## config.mk

```make
export PLATFORM = sky130hd
export DESIGN_NAME = net_packet_rx_flat
export DESIGN_NICKNAME = d
export VERILOG_FILES = /design/src/rtl/net_packet_rx_if.sv /design/src/rtl/net_packet_rx.sv /design/src/flat_wrapper.sv
export SDC_FILE = /design/constraint.sdc
export NUM_CORES = 1
export LEC_CHECK = 0
export BUFFER_PORTS_ARGS = -buffer_cell sky130_fd_sc_hd__buf_2
export CAP_MARGIN = 20
export CORE_MARGIN = 2
export CORE_UTILIZATION = 60
export DETAILED_ROUTE_END_ITERATION = 10
export GPL_ROUTABILITY_DRIVEN = 0
export PLACE_DENSITY = 0.93
export SLEW_MARGIN = 20
export SYNTH_ARGS = -nofsm -noshare
export SYNTH_HDL_FRONTEND = slang
export SYNTH_SLANG_ARGS = --single-unit
```

## constraint.sdc

```tcl
create_clock -name clk -period 6.69 [get_ports clk]
set_clock_uncertainty 0.05 [all_clocks]
set_input_delay 1.338 -clock clk [delete_from_list [all_inputs] [get_ports clk]]
set_output_delay 1.338 -clock clk [all_outputs]
set_load 0.01 [all_outputs]
```

## src/rtl/net_packet_rx_if.sv

```systemverilog
// net_packet_rx_if: bundles the network packet input, the instruction-memory
// write port, the register-file write port (with its ready handshake), the
// PC/barrier load port and the sticky status flags of net_packet_rx.
//   master : receiver side (drives strobes/addresses/data/status, reads
//            the packet word and rf_ready_i)
//   slave  : core/network side (drives the packet word and rf_ready_i)
interface net_packet_rx_if #(
  parameter int imem_addr_width_p = 10,
  parameter int rf_addr_width_p   = 6,
  parameter int mask_length_p     = 3
);
  logic [59:0]                  net_packet_flat_i;
  logic                         imem_we_o;
  logic [imem_addr_width_p-1:0] imem_addr_o;
  logic [15:0]                  imem_data_o;
  logic                         rf_we_o;
  logic [rf_addr_width_p-1:0]   rf_addr_o;
  logic [31:0]                  rf_data_o;
  logic                         rf_ready_i;
  logic                         pc_load_o;
  logic [imem_addr_width_p-1:0] pc_o;
  logic [mask_length_p-1:0]     barrier_bits_o;
  logic [mask_length_p-1:0]     barrier_mask_o;
  logic                         overflow_o;
  logic                         addr_err_o;

  modport master (
    input  net_packet_flat_i, rf_ready_i,
    output imem_we_o, imem_addr_o, imem_data_o,
    output rf_we_o, rf_addr_o, rf_data_o,
    output pc_load_o, pc_o, barrier_bits_o, barrier_mask_o,
    output overflow_o, addr_err_o
  );

  modport slave (
    output net_packet_flat_i, rf_ready_i,
    input  imem_we_o, imem_addr_o, imem_data_o,
    input  rf_we_o, rf_addr_o, rf_data_o,
    input  pc_load_o, pc_o, barrier_bits_o, barrier_mask_o,
    input  overflow_o, addr_err_o
  );
endinterface

```

## src/rtl/net_packet_rx.sv

```systemverilog
// net_packet_rx: core-side receiver/decoder for the host network packet
// stream. Packets addressed to this core are queued in arrival order in a
// small FIFO and each one is dispatched as a single instruction write,
// register write, PC load or barrier-mask update. Never back-pressures the
// network; drops (FIFO full) and bad REG addresses raise sticky flags.
// Ports:
//   clk   : clock, all state updates on posedge
//   reset : asynchronous, active-low
//   bus   : net_packet_rx_if.master (packet in, imem/rf/pc ports, status)
// imem_addr_width_p must not exceed the 10-bit net_addr field.
module net_packet_rx #(
  parameter logic [9:0] id_p              = 10'd1,
  parameter int         imem_addr_width_p = 10,
  parameter int         rf_addr_width_p   = 6,
  parameter int         mask_length_p     = 3,
  parameter int         fifo_depth_p      = 4
) (
  input  logic             clk,
  input  logic             reset,
  net_packet_rx_if.master  bus
);

  localparam int ptr_w = $clog2(fifo_depth_p);
  localparam int cnt_w = ptr_w + 1;

  localparam logic [2:0] OP_INSTR = 3'd1;
  localparam logic [2:0] OP_REG   = 3'd2;
  localparam logic [2:0] OP_PC    = 3'd3;
  localparam logic [2:0] OP_BAR   = 3'd4;

  localparam logic [1:0] IDLE    = 2'd0;
  localparam logic [1:0] ISSUE   = 2'd1;
  localparam logic [1:0] WAIT_RF = 2'd2;

  // ---- stage p0: decode of the raw packet word ----
  logic [9:0]  id_p0;
  logic [2:0]  op_p0;
  logic [31:0] data_p0;
  logic [9:0]  addr_p0;
  logic        accept_p0;
  logic        addr_oob_p0;
  logic        vld_p0;
  logic        unused_reserved;

  assign id_p0   = bus.net_packet_flat_i[59:50];
  assign op_p0   = bus.net_packet_flat_i[49:47];
  assign data_p0 = bus.net_packet_flat_i[41:10];
  assign addr_p0 = bus.net_packet_flat_i[9:0];
  assign unused_reserved = ^bus.net_packet_flat_i[46:42];

  // Opcodes 5-7 behave like NULL, so only 1..4 are accepted.
  assign accept_p0   = (id_p0 == id_p) && (op_p0 >= OP_INSTR) && (op_p0 <= OP_BAR);
  assign addr_oob_p0 = accept_p0 && (op_p0 == OP_REG) &&
                       ((addr_p0 >> rf_addr_width_p) != 10'd0);
  assign vld_p0      = accept_p0 && !addr_oob_p0;

  // ---- packet FIFO ----
  logic [2:0]       fifo_op   [fifo_depth_p];
  logic [31:0]      fifo_data [fifo_depth_p];
  logic [9:0]       fifo_addr [fifo_depth_p];
  logic [ptr_w-1:0] wr_ptr, rd_ptr;
  logic [cnt_w-1:0] count;
  logic             full, empty, push, pop, drop;

  // ---- stage p1: output/dispatch registers ----
  logic [1:0]               state, state_nxt;
  logic [2:0]               op_p1;
  logic [31:0]              data_p1;
  logic [9:0]               addr_p1;
  logic [mask_length_p-1:0] barrier_mask_p1;
  logic                     overflow_q, addr_err_q;
  logic                     busy, done;

  assign full  = (count == cnt_w'(fifo_depth_p));
  assign empty = (count == '0);

  // A REG write is only done on a ready cycle; every other op finishes in
  // its single ISSUE cycle. A completing entry lets the next one pop at the
  // same edge, which gives one packet per cycle.
  assign busy = (state == ISSUE) || (state == WAIT_RF);
  assign done = busy && ((op_p1 != OP_REG) || bus.rf_ready_i);
  assign pop  = !empty && ((state == IDLE) || done);
  // When full, an arrival still fits if the head leaves at the same edge.
  assign push = vld_p0 && (!full || pop);
  assign drop = vld_p0 && full && !pop;

  always_ff @(posedge clk) begin
    if (push) begin
      fifo_op[wr_ptr]   <= op_p0;
      fifo_data[wr_ptr] <= data_p0;
      fifo_addr[wr_ptr] <= addr_p0;
    end
  end

  always_ff @(posedge clk or negedge reset) begin
    if (!reset) begin
      wr_ptr <= '0;
      rd_ptr <= '0;
      count  <= '0;
    end else begin
      if (push) wr_ptr <= wr_ptr + 1'b1;
      if (pop)  rd_ptr <= rd_ptr + 1'b1;
      case ({push, pop})
        2'b10:   count <= count + 1'b1;
        2'b01:   count <= count - 1'b1;
        default: count <= count;
      endcase
    end
  end

  always_comb begin
    state_nxt = state;
    case (state)
      IDLE:          if (!empty) state_nxt = ISSUE;
      ISSUE, WAIT_RF: begin
        if (done) state_nxt = empty ? IDLE : ISSUE;
        else      state_nxt = WAIT_RF;
      end
      default:       state_nxt = IDLE;
    endcase
  end

  always_ff @(posedge clk or negedge reset) begin
    if (!reset) begin
      state           <= IDLE;
      op_p1           <= '0;
      data_p1         <= '0;
      addr_p1         <= '0;
      barrier_mask_p1 <= '0;
      overflow_q      <= 1'b0;
      addr_err_q      <= 1'b0;
    end else begin
      state <= state_nxt;
      if (pop) begin
        op_p1   <= fifo_op[rd_ptr];
        data_p1 <= fifo_data[rd_ptr];
        addr_p1 <= fifo_addr[rd_ptr];
        // The mask is loaded as the BAR entry leaves the FIFO.
        if (fifo_op[rd_ptr] == OP_BAR)
          barrier_mask_p1 <= fifo_data[rd_ptr][mask_length_p-1:0];
      end
      if (drop)        overflow_q <= 1'b1;
      if (addr_oob_p0) addr_err_q <= 1'b1;
    end
  end

  // Strobes come from registered state only, so the address/data beside
  // them stay stable for the whole strobe cycle.
  assign bus.imem_we_o      = (state == ISSUE) && (op_p1 == OP_INSTR);
  assign bus.imem_addr_o    = addr_p1[imem_addr_width_p-1:0];
  assign bus.imem_data_o    = data_p1[15:0];
  assign bus.rf_we_o        = busy && (op_p1 == OP_REG);
  assign bus.rf_addr_o      = addr_p1[rf_addr_width_p-1:0];
  assign bus.rf_data_o      = data_p1;
  assign bus.pc_load_o      = (state == ISSUE) && (op_p1 == OP_PC);
  assign bus.pc_o           = addr_p1[imem_addr_width_p-1:0];
  assign bus.barrier_bits_o = data_p1[mask_length_p-1:0];
  assign bus.barrier_mask_o = barrier_mask_p1;
  assign bus.overflow_o     = overflow_q;
  assign bus.addr_err_o     = addr_err_q;

endmodule

```

## src/flat_wrapper.sv

```systemverilog
// flat-port wrapper written by rule: the top's interface ports become plain ports
module net_packet_rx_flat 
#(
  parameter logic [9:0] id_p              = 10'd1,
  parameter int         imem_addr_width_p = 10,
  parameter int         rf_addr_width_p   = 6,
  parameter int         mask_length_p     = 3,
  parameter int         fifo_depth_p      = 4
)
  (clk, reset, bus_net_packet_flat_i, bus_rf_ready_i, bus_imem_we_o, bus_imem_addr_o, bus_imem_data_o, bus_rf_we_o, bus_rf_addr_o, bus_rf_data_o, bus_pc_load_o, bus_pc_o, bus_barrier_bits_o, bus_barrier_mask_o, bus_overflow_o, bus_addr_err_o);
  net_packet_rx_if #(.imem_addr_width_p(imem_addr_width_p), .rf_addr_width_p(rf_addr_width_p), .mask_length_p(mask_length_p)) bus_i ();
  input  logic clk;
  input  logic reset;
  input wire logic [$bits(bus_i.net_packet_flat_i)-1:0] bus_net_packet_flat_i;
  input wire logic [$bits(bus_i.rf_ready_i)-1:0] bus_rf_ready_i;
  output wire logic [$bits(bus_i.imem_we_o)-1:0] bus_imem_we_o;
  output wire logic [$bits(bus_i.imem_addr_o)-1:0] bus_imem_addr_o;
  output wire logic [$bits(bus_i.imem_data_o)-1:0] bus_imem_data_o;
  output wire logic [$bits(bus_i.rf_we_o)-1:0] bus_rf_we_o;
  output wire logic [$bits(bus_i.rf_addr_o)-1:0] bus_rf_addr_o;
  output wire logic [$bits(bus_i.rf_data_o)-1:0] bus_rf_data_o;
  output wire logic [$bits(bus_i.pc_load_o)-1:0] bus_pc_load_o;
  output wire logic [$bits(bus_i.pc_o)-1:0] bus_pc_o;
  output wire logic [$bits(bus_i.barrier_bits_o)-1:0] bus_barrier_bits_o;
  output wire logic [$bits(bus_i.barrier_mask_o)-1:0] bus_barrier_mask_o;
  output wire logic [$bits(bus_i.overflow_o)-1:0] bus_overflow_o;
  output wire logic [$bits(bus_i.addr_err_o)-1:0] bus_addr_err_o;
  assign bus_i.net_packet_flat_i = bus_net_packet_flat_i;
  assign bus_i.rf_ready_i = bus_rf_ready_i;
  assign bus_imem_we_o = bus_i.imem_we_o;
  assign bus_imem_addr_o = bus_i.imem_addr_o;
  assign bus_imem_data_o = bus_i.imem_data_o;
  assign bus_rf_we_o = bus_i.rf_we_o;
  assign bus_rf_addr_o = bus_i.rf_addr_o;
  assign bus_rf_data_o = bus_i.rf_data_o;
  assign bus_pc_load_o = bus_i.pc_load_o;
  assign bus_pc_o = bus_i.pc_o;
  assign bus_barrier_bits_o = bus_i.barrier_bits_o;
  assign bus_barrier_mask_o = bus_i.barrier_mask_o;
  assign bus_overflow_o = bus_i.overflow_o;
  assign bus_addr_err_o = bus_i.addr_err_o;
  net_packet_rx #(.id_p(id_p), .imem_addr_width_p(imem_addr_width_p), .rf_addr_width_p(rf_addr_width_p), .mask_length_p(mask_length_p), .fifo_depth_p(fifo_depth_p)) u_core (.clk(clk), .reset(reset), .bus(bus_i));
endmodule
```

# Yosys cells after proc, flatten, opt, wreduce, memory -nomap -nowiden

Memories as Yosys holds them, arrays and structs flattened. A register that Yosys moved wholly into a read port is not among the register bits.
Cells that the tools add are included.

Register bits after elaboration: 49
Bits in writable memories: 180
Bits of input ports: 63
Output and inout bits: 85
Logic and storage cells: 66
Memories: 3

Memories:

| memory           | depth | bits a word | read ports | clocked after Yosys merged registers in | write ports | line                | RTL |
|---|---|---|---|---|---|---|---|
| u_core.fifo_data | 4     | 32          | 1          | 0                                       | 1           | net_packet_rx.sv:59 | `logic [31:0] fifo_data [fifo_depth_p];` |
| u_core.fifo_addr | 4     | 10          | 1          | 1                                       | 1           | net_packet_rx.sv:60 | `logic [9:0] fifo_addr [fifo_depth_p];` |
| u_core.fifo_op   | 4     | 3           | 1          | 0                                       | 1           | net_packet_rx.sv:58 | `logic [2:0] fifo_op [fifo_depth_p];` |

Add/sub/neg operators: 4
$lt $le $gt $ge: 2
Eq/ne operators: 13
Multiplexer cells: 7
Reduce and logical (&&, ||, !) cells: 28

Operators by type and width:

| kind                                                                                 | number |
|---|---|
| 1-bit logical AND                                                                    | 13 |
| 10-bit by 1-bit == test with 1-bit output (second input constant)                    | 1 |
| 10-bit nonzero test                                                                  | 1 |
| 3-bit by 2-bit == test with 1-bit output (second input constant)                     | 3 |
| 3-bit == test (second input constant)                                                | 2 |
| 3-bit one-hot mux with 2 select lines                                                | 1 |
| 1-bit zero test                                                                      | 5 |
| 2-bit by 1-bit adder with 2-bit output (second input constant)                       | 2 |
| 2-bit by 1-bit == test with 1-bit output (second input constant)                     | 2 |
| 2-bit == test (second input constant)                                                | 2 |
| 1-bit logical OR                                                                     | 4 |
| 2-bit 2-to-1 mux                                                                     | 2 |
| 2-bit one-hot mux with 2 select lines                                                | 1 |
| 3-bit by 1-bit adder with 3-bit output (second input constant)                       | 1 |
| 3-bit by 1-bit == test with 1-bit output (second input constant)                     | 1 |
| 3-bit by 1-bit greater-or-equal comparator with 1-bit output (second input constant) | 1 |
| 3-bit <= comparator (second input constant)                                          | 1 |
| 3-bit zero test                                                                      | 1 |
| 1-bit 2-to-1 mux                                                                     | 3 |
| 3-bit by 2-bit inequality test with 1-bit output (second input constant)             | 1 |
| 3-bit by 1-bit subtractor with 3-bit output (second input constant)                  | 1 |
| 2-bit zero test                                                                      | 1 |
| 2-bit inequality test (second input constant)                                        | 1 |
| 2-bit AND reduction                                                                  | 1 |
| other kinds (2)                                                                      | 2 |

# Logic depth before layout (Yosys ltp)

Depth after elaboration: 10
Gate-level depth with buffers: 9
Mapped depth without buffers: 9

# Worst setup path after synthesis

OpenSTA, ideal clock, no wires.

Kind: in2reg
From: in bus_net_packet_flat_i[51]
To: mem u_core.fifo_addr[0][0], enable pin
Setup time: 407 ps
Arrival time: 3,337 ps
Data required time: 6,233 ps
Path slack: 2,897 ps
Stages on the path: 4
Path buffers: 0
Cell sequence: nor4b_1 -> nand3_1 -> nor3_2 -> and2_1

Longest elaborated chain between the ends: 10

RTL lines:

| element                                       | line                | RTL |
|---|---|---|
| from (decl)                                   | flat_wrapper.sv:14  | `input wire logic [$bits(bus_i.net_packet_flat_i)-1:0] bus_net_packet_flat_i;` |
| 10-bit by 1-bit == test with 1-bit output (*) | net_packet_rx.sv:52 | `assign accept_p0 = (id_p0 == id_p) && (op_p0 >= OP_INSTR) && (op_p0 <= OP_BAR);` |
| 1-bit logical AND (*) (2 in a row)            | net_packet_rx.sv:52 |  |
| 1-bit logical AND (2 in a row)                | net_packet_rx.sv:53 | `assign addr_oob_p0 = accept_p0 && (op_p0 == OP_REG) &&` |
| 1-bit zero test                               | net_packet_rx.sv:55 | `assign vld_p0 = accept_p0 && !addr_oob_p0;` |
| 1-bit logical AND (*)                         | net_packet_rx.sv:55 |  |
| 1-bit logical AND (*)                         | net_packet_rx.sv:84 | `assign push = vld_p0 && (!full \|\| pop);` |
| 1-bit 2-to-1 mux (*)                          | net_packet_rx.sv:88 | `if (push) begin` |
| 1-bit 2-to-1 mux (not written as such) (*)    | net_packet_rx.sv:91 | `fifo_addr[wr_ptr] <= addr_p0;` |
| to (decl)                                     | net_packet_rx.sv:60 |  |

Every way passes the cells marked *; elsewhere a longest branch is shown, timed or not.

# Final worst setup path

From: in bus_net_packet_flat_i[7]
To: mem u_core.fifo_data[3][3], enable pin

Longest elaborated chain between the ends: 7

RTL lines:

| element                                | line                | RTL |
|---|---|---|
| 10-bit nonzero test                    | net_packet_rx.sv:54 | `((addr_p0 >> rf_addr_width_p) != 10'd0);` |
| 1-bit logical AND                      | net_packet_rx.sv:53 |  |
| 1-bit zero test                        | net_packet_rx.sv:55 |  |
| 1-bit logical AND                      | net_packet_rx.sv:55 |  |
| 1-bit logical AND                      | net_packet_rx.sv:84 |  |
| 1-bit 2-to-1 mux                       | net_packet_rx.sv:88 |  |
| 1-bit 2-to-1 mux (not written as such) | net_packet_rx.sv:90 | `fifo_data[wr_ptr] <= data_p0;` |
| to (decl)                              | net_packet_rx.sv:59 |  |

No other way between the ends.

==> out/qor.csv <==
stage,metric,value,unit
run_status,outcome,completed,
detailed_routing,routed length per instance,23.5,microns
clock_network,Num CTS Buffers,23,
placement,Cells after DPL,728,
synthesis,Commonest cells post-synth,"edfxtp_1 (180), dfrtp_1 (59), mux2_2 (45)",
floorplan,Core Region,15100,sq um
floorplan,die width,128,microns
clock_network,Root Buffer,clkbuf_16,
setup_path,worst-path maximum fanout,24,
clock_network,"Setup Fix Bufs, Post-CTS",0,
detailed_routing,vias per inst,5.94,
global_routing,initial antenna violation count,2,
detailed_routing,Final Routed Wirelength,18.1,mm
sta,final hold violations,0,
synthesis,ranking of synthesized cells by area,"edfxtp_1 (58%), dfrtp_1 (16%), mux4_2 (11%), mux2_2 (5.5%), buf_4 (2.9%)",
clock_network,clock buffer depth,3,
setup_path,Worst Setup Start Kind,primary input,
synthesis,Post-synth ARST share,0.247,
synthesis,post-synthesis sequential area ratio,0.743,
synthesis,most frequent cell after synthesis,edfxtp_1,
setup_path,CP Capture Type,register,
floorplan,# IOs,148,
sta,Relative slew margins,0.361,
sta,Setup-failing EPs final,0,
synthesis,post-synthesis cell type count,44,
clock_network,H-Tree Level Count,1,
sta,RSZ-0062 raised after global routing,false,
job,Max Cap Viol,0,
synthesis,Yosys top cell by area,edfxtp_1,
clock_network,worst skew pair latency,0.50,ns
synthesis,Syn Nets,512,
sta,"Slew Viols, Final",0,
clock_network,post-CTS sizing,0,
setup_path,Setup CP Type,primary input to register,
sta,fmax,246,MHz
global_routing,first-pass GRT wire length,27.6,mm
sta,slew at the pin closest to its max-slew limit,0.959,ns
power_and_ir_drop,Pleak,4.04,nW
clock_network,clock-pin slew on the worst setup and hold paths,0.06,ns
sta,hold_ws,0.439,ns
power_and_ir_drop,pwr dens,457,nW/um^2
sta,Final period util,0.607,
clock_network,TritonCTS clock tree,done,
global_routing,gr usage total,0.225,
cells_and_area,share of layout cells above drive strength 1,0.504,
synthesis,Synth Flop Type,edfxtp_1,
global_routing,largest net degree at the start of global routing,60,
detailed_routing,Iteration-0 DRC Markers,359,
power_and_ir_drop,VDD IR max,0.000311,V
synthesis,Cells after Synth,441,
setup_path,CP required,6.79,ns
synthesis,#FFs+latches synth,239,
detailed_routing,drt pass-1 iters,4,
cells_and_area,final core occ,0.716,
clock_network,Sink Count,239,
clock_network,"Hold-fix buffers, CTS",0,
placement,DP HPWL,10.6,mm
detailed_routing,Remaining DRCs,0,
synthesis,Post-Syn Area,9260,sq um
floorplan,Die Area,16400,sq um
cells_and_area,post-route non-filler standard cell count,770,
hold_path,Tightest Hold Check Type,register to register,
floorplan,Die Ht,128,microns
synthesis,post-synth top area share,0.584,
floorplan,starting density of the core,0.611,
detailed_routing,via count,4577,
sta,Tmin final,4.06,ns
synthesis,mean area per synthesized cell,21.0,sq um
detailed_routing,post-route ant nets,0,
global_routing,number of global-route vias before repair,4826,
synthesis,number of flops mapped to enable cells by yosys,180,
power_and_ir_drop,Final Power,4.96,mW
cells_and_area,Final #Nets,636,
sta,setup TNS after final layout,0,ns
global_routing,Congestion Overflow GR,0,
placement,IO buf count,142,
setup_path,critical path arrival,4.17,ns
synthesis,Ys Warns,0,
cells_and_area,area grow syn2layout,17.0,%
floorplan,row cnt,45,
[state kept, by name, indices dropped and copies added, names as in the netlist, 2 cells and up]
register,cells
u_core.count,3
u_core.rd_ptr,2
u_core.fifo_addr,40
u_core.fifo_data,128
u_core.bus.imem_addr_o,10
u_core.op_p1,3
u_core.fifo_op,12
u_core.bus.barrier_mask_o,3
u_core.bus.rf_data_o,32
u_core.state,2
u_core.wr_ptr,2
[power by group]
part	internal [mW]	switching, mW
combinational	0.790	0.646
clock	0.973	0.540
sequential	1.79	0.221
total	3.55	1.41
[critical path, stage by stage]
cell and delay, ns:
buf_2 0.13, nor4_1 0.59, a221oi_1 0.32, nor3_2 0.59, and2_2 0.69, buf_4 0.48
[placed cells by master (no fill, tap or decap), types with 3 or more instances in the layout]
cell type   instances
clkbuf_16          23
clkinvlp_4          3
ha_1                7
and2_2              4
mux2_2             45
xnor2_1             4
inv_1               5
clkbuf_8            3
buf_4               7
edfxtp_1          180
nor2_1              4
buf_2             142
mux2_4              3
mux4_2             44
dfrtp_1            57
bufinv_16           8
[cells by family (layout without fill, tap and decap cells)]
kind of cell,Yosys count,in the layout,synth area share
flip-flops,239,239,0.743
multiplexers,95,95,0.172
buffers and inverters,55,195,0.0385
AND/OR/NAND/NOR,28,28,0.0209
AO/OA/AOI/OAI,11,11,0.00932
adder cells (fa/ha/maj),8,8,0.0116
XOR/XNOR,5,5,0.00473
other,0,1,0
[routing by layer]
metal | global-route usage | vias up | part of all wire
li1 | - | 1963 | -
met1 | 0.290 | 2376 | 0.38
met2 | 0.387 | 196 | 0.53
met3 | 0.0380 | 42 | 0.055
met4 | 0.0873 | 0 | 0.032
met5 | 0 | - | 0
[through the flow]
| stage | area, sq um | setup WS [ns] |
|---|---|---|
| 2_1_floorplan | 9260 | 2.90 |
| 3_3_place_gp | 9940 | 2.62 |
| 3_5_place_dp | 9940 | 2.37 |
| 4_1_cts | 10800 | 2.70 |
| 5_1_grt | 10800 | 2.50 |
| 6_report | 10800 | 2.63 |
[layout make-up]
type	count	area, sq um
clock inverters	13	273
fillers	827	4310
repair buffers	149	763
multi-input cells	147	2040
flip-flops and latches	239	6890
well taps	188	235
diodes	1	2.50
clock buffers	28	624
inverters	5	18.8
[final timing paths]
path	from	endpoint	slack, ns	depth (start not counted)
max	bus_net_packet_flat_i[7]	u_core.fifo_data[3][3]	2.63	6
min	u_core.bus.overflow_o	u_core.bus.overflow_o	0.44	1
min reg2reg	u_core.bus.overflow_o	u_core.bus.overflow_o	0.44	1
min in group asynchronous	reset	u_core.bus.rf_data_o[3]	0.94	2
max in group asynchronous	reset	u_core.rd_ptr[0]	5.04	2
max reg2reg	u_core.state[0]	u_core.fifo_data[3][3]	3.51	7
Power figures use the tool's default switching activity.
